`src/rtl/datapath_sequencer.sv`:
```
// Moore control unit for the 4-bit datapath: sequences fetch/decode/execute/write/PC-increment
// over enable/ack handshakes, with a per-handshake watchdog, sticky error and retired-instruction count.
module datapath_sequencer #(
  parameter int TIMEOUT = 15,
  parameter int CNT_W   = 8
) (
  input  logic             clk,
  input  logic             rst,
  input  logic             run,
  input  logic             step,
  input  logic [1:0]       mnm_in,
  input  logic             ri_ack,
  input  logic             ula_ack,
  input  logic             wr_ack,
  input  logic             pc_ack,
  output logic             ena_ri,
  output logic             ena_ula,
  output logic             ena_wr,
  output logic             ena_pc,
  output logic             sel_r0_rd,
  output logic             sel_addr_data,
  output logic             sel_ldr_ula,
  output logic [2:0]       state_out,
  output logic             busy,
  output logic             err,
  output logic [CNT_W-1:0] instr_count
);

  typedef enum logic [2:0] {
    S_IDLE    = 3'd0,
    S_FETCH   = 3'd1,
    S_DECODE  = 3'd2,
    S_EXEC    = 3'd3,
    S_WRITE   = 3'd4,
    S_INCPC   = 3'd5,
    S_ILLEGAL = 3'd6,
    S_ERROR   = 3'd7
  } state_t;

  localparam logic [3:0] TMO_LAST = 4'(TIMEOUT - 1);

  state_t           state_q, state_d;
  state_t           adv_state;
  logic [3:0]       tmo_q, tmo_d;
  logic             ldr_q, ldr_d;
  logic [CNT_W-1:0] cnt_q, cnt_d;
  logic             waiting;
  logic             ack;

  always_ff @(posedge clk) begin
    if (rst) begin
      state_q <= S_IDLE;
      tmo_q   <= 4'd0;
      ldr_q   <= 1'b0;
      cnt_q   <= '0;
    end else begin
      state_q <= state_d;
      tmo_q   <= tmo_d;
      ldr_q   <= ldr_d;
      cnt_q   <= cnt_d;
    end
  end

  // adv_state is where a handshake state goes once its ack is seen.
  always_comb begin
    state_d   = state_q;
    adv_state = state_q;
    ldr_d     = ldr_q;
    cnt_d     = cnt_q;
    waiting   = 1'b0;
    ack       = 1'b0;
    case (state_q)
      S_IDLE: begin
        if (run || step) state_d = S_FETCH;
      end
      S_FETCH: begin
        waiting   = 1'b1;
        ack       = ri_ack;
        adv_state = S_DECODE;
      end
      S_DECODE: begin
        ldr_d   = (mnm_in == 2'b00);
        state_d = (mnm_in == 2'b00) ? S_WRITE : S_EXEC;
      end
      S_EXEC: begin
        waiting   = 1'b1;
        ack       = ula_ack;
        adv_state = S_WRITE;
      end
      S_WRITE: begin
        waiting   = 1'b1;
        ack       = wr_ack;
        adv_state = S_INCPC;
      end
      S_INCPC: begin
        waiting   = 1'b1;
        ack       = pc_ack;
        adv_state = run ? S_FETCH : S_IDLE;
        if (pc_ack) cnt_d = cnt_q + CNT_W'(1);
      end
      S_ERROR: begin
        state_d = S_ERROR;
      end
      default: begin
        state_d = S_IDLE;
      end
    endcase

    // An ack in the final allowed cycle still wins over the watchdog.
    if (waiting) begin
      if (ack) begin
        state_d = adv_state;
      end else if (tmo_q == TMO_LAST) begin
        state_d = S_ERROR;
      end
    end

    if (state_d != state_q) begin
      tmo_d = 4'd0;
    end else if (waiting) begin
      tmo_d = tmo_q + 4'd1;
    end else begin
      tmo_d = tmo_q;
    end
  end

  always_comb begin
    ena_ri        = 1'b0;
    ena_ula       = 1'b0;
    ena_wr        = 1'b0;
    ena_pc        = 1'b0;
    sel_r0_rd     = 1'b0;
    sel_addr_data = 1'b0;
    sel_ldr_ula   = 1'b0;
    busy          = 1'b0;
    err           = 1'b0;
    state_out     = state_q;
    case (state_q)
      S_FETCH: begin
        ena_ri = 1'b1;
        busy   = 1'b1;
      end
      S_DECODE: begin
        busy = 1'b1;
      end
      S_EXEC: begin
        ena_ula       = 1'b1;
        sel_addr_data = 1'b1;
        busy          = 1'b1;
      end
      S_WRITE: begin
        ena_wr        = 1'b1;
        sel_r0_rd     = ~ldr_q;
        sel_addr_data = ~ldr_q;
        sel_ldr_ula   = ldr_q;
        busy          = 1'b1;
      end
      S_INCPC: begin
        ena_pc = 1'b1;
        busy   = 1'b1;
      end
      S_ERROR: begin
        err = 1'b1;
      end
      S_ILLEGAL: begin
        state_out = 3'd0;
      end
      default: begin
      end
    endcase
  end

  assign instr_count = cnt_q;

endmodule
```
`config.mk`:
```
export PLATFORM = sky130hd
export DESIGN_NAME = datapath_sequencer
export DESIGN_NICKNAME = d
export VERILOG_FILES = /design/src/rtl/datapath_sequencer.sv
export SDC_FILE = /design/constraint.sdc
export NUM_CORES = 1
export LEC_CHECK = 0
export ABC_AREA = 1
export CORE_MARGIN = 8
export CORE_UTILIZATION = 35
export DETAILED_ROUTE_END_ITERATION = 12
export GPL_ROUTABILITY_DRIVEN = 0
export SLEW_MARGIN = 40
export SYNTH_ARGS = -nofsm -noshare
export SYNTH_HDL_FRONTEND = slang
export SYNTH_SLANG_ARGS = --single-unit
```
`constraint.sdc`:
```
create_clock -name clk -period 3.7 [get_ports clk]
set_input_delay 0.74 -clock clk [delete_from_list [all_inputs] [get_ports clk]]
set_output_delay 0.74 -clock clk [all_outputs]
set_load 0.03 [all_outputs]
```
==> results.yml <==
route:
  viasPerCell: 4.956
  wire_per_inst_um: 12.59
  ant_nets: 0
  firstDrtPassIters: 4
  vias: 1006
  drtIter0Drc: 31
  drc: 0
  wirelength_um: 2556
sta:
  worst_slack_ns: 0.9275
  period_minus_slack_ns: 2.772
  final.setup.tns_ns: 0
  relSlewSlack: 0.6381
  tightest_slew_ns: 0.5421
  finalHoldViolCount: 0
  final-setup-viol-count: 0
  fmax_ghz: 0.3607
  fin_crit_sh: 0.7493
  rsz0062_at_grt: "no"
  fin_skew_ns: 0.01135
  slew_viol_final: 0
worst_setup_path:
  crit_arrival_ns: 2.03
  worst-setup-path-type: "register to output pin"
  crit_fanout: 13
  slowest_stage: "clkdlybuf4s50_1"
  rr_startpoint: "state_q[2]$_SDFF_PP0_"
  worst_r2r_path_depth: 9
  crit_path_end_kind: "output pin"
  cpPeakStageDelay_ns: 0.69
  r2r_end: "tmo_q[2]$_SDFFE_PP0N_"
  required_ns: 2.96
  worstPathCellList: "nand2_1, nor2_1, clkdlybuf4s50_1"
  r2r_setup_slack_ns: 1.87
  cp-start-kind: "register"
placement:
  place_inst: 199
  preCtsSetupSlack_ns: 1.220
  hpwlAfterDp_um: 2018
  portBuffers: 29
yosys:
  syn_area_per_cell_um2: 7.142
  ys_warn_count: 0
  yosysTopAreaCellShare: 0.3114
  yosys.area_share.simple: 0.3929
  syn_nets: 157
  synth-compound-area-share: 0.1107
  syn_inst: 144
  ys_top_cells_by_area: "dfxtp_1, nand2_1, inv_1"
  ys_async_sr_fraction: 0
  ys_seq_area_frac: 0.3114
  muxShareOfSynthArea: 0
  synth-xor-area-share: 0.02555
  synth_cell_types: 34
  ys_ff_latch: 16
  synth_top_family_by_area: "simple AND/OR/NAND/NOR gates"
  synth_area_um2: 1028
  synthAdderAreaFrac: 0.03650
  yosysTopAreaCell: "dfxtp_1"
  ys.flop_type: "dfxtp_1"
  synth-edff-count: 0
die:
  core_um2: 2781
  std_cell_rows: 19
  num_io_pins: 30
  die_y_um: 70.21
  die_width_um: 70.21
  start_util: 0.3698
  die_area_um2: 4929
finish:
  stdcell_count: 203
  final_nets: 186
  synthToLayoutAreaGrowth_pct: 31.51
  drive_gt1_frac: 0.1279
  num_antenna_cells: 0
  fillers: 300
cts:
  cts_setup_buffers: 0
  cts-htree-levels: 1
  cts_tree: "built"
  cts_inserted_buffers: 3
  cts_root_buf: "clkbuf_4"
  cts.sinks: 16
  clkTransAtPathRegs_ns: 0.09
  postCtsHoldBufs: 0
  cts_resized: 0
  cts.path.max_buffers: 2
  insertion_delay_ns: 0.29
power:
  p_switching_mw: 0.4292
  peakVddDrop_mv: 0.4200
  pwr-share-clk: 0.135
  internal_power_mw: 0.4389
  power_density_nw_per_um2: 641.8
  switching_share: 0.4944
  p_leak_nw: 0.6006
  p_total_mw: 0.8680
  seq_power_share: 0.287
  pwr-share-comb: 0.578
grt:
  grt_pass1_vias: 1005
  grt_start_max_net_pins: 14
  overflow: 0
  grt_pass1_wl_um: 4457
  antenna_found_initial: 0
  track_usage: 0.1063
min_path:
  min_path_cells: 2
  holdCritPathClass: "register to register"
  min_from: "instr_count[7]$_SDFFE_PP0N_"
  hold-path-endpoint: "instr_count[7]$_SDFFE_PP0N_"
outcome:
  outcome: "finished clean"
job:
  drv_cap: 0
## kinds of logic after synthesis
| kind of cell | after synthesis |
|---|---|
| AND/OR/NAND/NOR | 74 |
| buffers and inverters | 27 |
| AO/OA/AOI/OAI | 21 |
| flip-flops | 16 |
| XOR/XNOR | 3 |
| adder cells (fa/ha/maj) | 3 |
## through the flow
step	util	cell area (um^2)	hold WS [ns]
floorplan	-	1028	0.4664
finish	0.4863	1353	0.4690
global route	0.4863	1353	0.5007
detailed placement	0.4732	1316	0.4558
CTS	0.4863	1353	0.4723
global placement	0.4732	1316	0.4499
## synth_stat cells, types with 2 or more instances
cell       n
buf_6      3
nand2_1   23
nand3_1   11
o21ai_1    4
nor3_1     8
inv_2      3
nor2_1    14
dfxtp_1   16
nand3_2    2
nand2_2    3
a21oi_1   11
clkbuf_1   2
o21ai_0    2
nand4_2    2
inv_1     18
xnor2_1    2
ha_1       3
## placed cells by master, fill, tap and decap left out, types with 4 or more instances in the layout
master / count
a21oi_1: 11
clkdlybuf4s50_1: 29
dfxtp_1: 16
inv_1: 18
nand2_1: 23
nand3_1: 11
nor2_1: 14
nor3_1: 8
o21ai_1: 4
## sequential cells by signal, summed over array words and instances, names as in the netlist
signal	cells
tmo_q	4
instr_count	8
state_q	3
ldr_q	1
## worst max-delay path by stage
stage | cells after the start | slack (ns) | start | end
floorplan | 3 | 1.67 | state_q[2]$_SDFF_PP0_ | ena_pc
global placement | 3 | 1.26 | state_q[0]$_SDFF_PP0_ | ena_pc
detailed placement | 3 | 1.22 | state_q[2]$_SDFF_PP0_ | err
CTS | 3 | 0.90 | state_q[2]$_SDFF_PP0_ | err
global route | 5 | 0.79 | state_q[0]$_SDFF_PP0_ | ena_ri
finish | 3 | 0.93 | state_q[2]$_SDFF_PP0_ | err
## critical path: cells and delay by family, from the launching register on
kind | cells | cell delay, ns
buffers and inverters | 1 | 0.69
DFF | 1 | 0.67
and+or+nand+nor | 2 | 0.39
## metal layers
layer  up-vias  wire length [um]  GRT usage
met1       462              1195     0.1194
li1        521                 -          -
met4         0                18    0.04018
met3         2               175    0.04379
met2        21              1167     0.1746
met5         -                 0          0
## cell type report
| class | count | area [um^2] | share of cell area |
|---|---|---|---|
| well taps | 31 | 38.79 | 0.02868 |
| flip-flops and latches | 16 | 320.3 | 0.2368 |
| inverters | 22 | 85.08 | 0.06290 |
| repair buffers | 29 | 290.3 | 0.2146 |
| clock buffers | 4 | 36.28 | 0.02683 |
| multi-input cells | 101 | 581.8 | 0.4302 |
## power by group through the flow
| stage | Sequential [mW] | Clock [mW] | Combinational (mW) |
|---|---|---|---|
| final | 0.249 | 0.117 | 0.502 |
| after global routing | 0.254 | 0.128 | 0.556 |
| after CTS | 0.248 | 0.122 | 0.504 |
| after detailed placement | 0.252 | 0 | 0.501 |
| after global placement | 0.250 | 0 | 0.498 |
| after floorplan | 0.213 | 0 | 0.412 |
No activity file was read; power rests on OpenSTA's default activity.
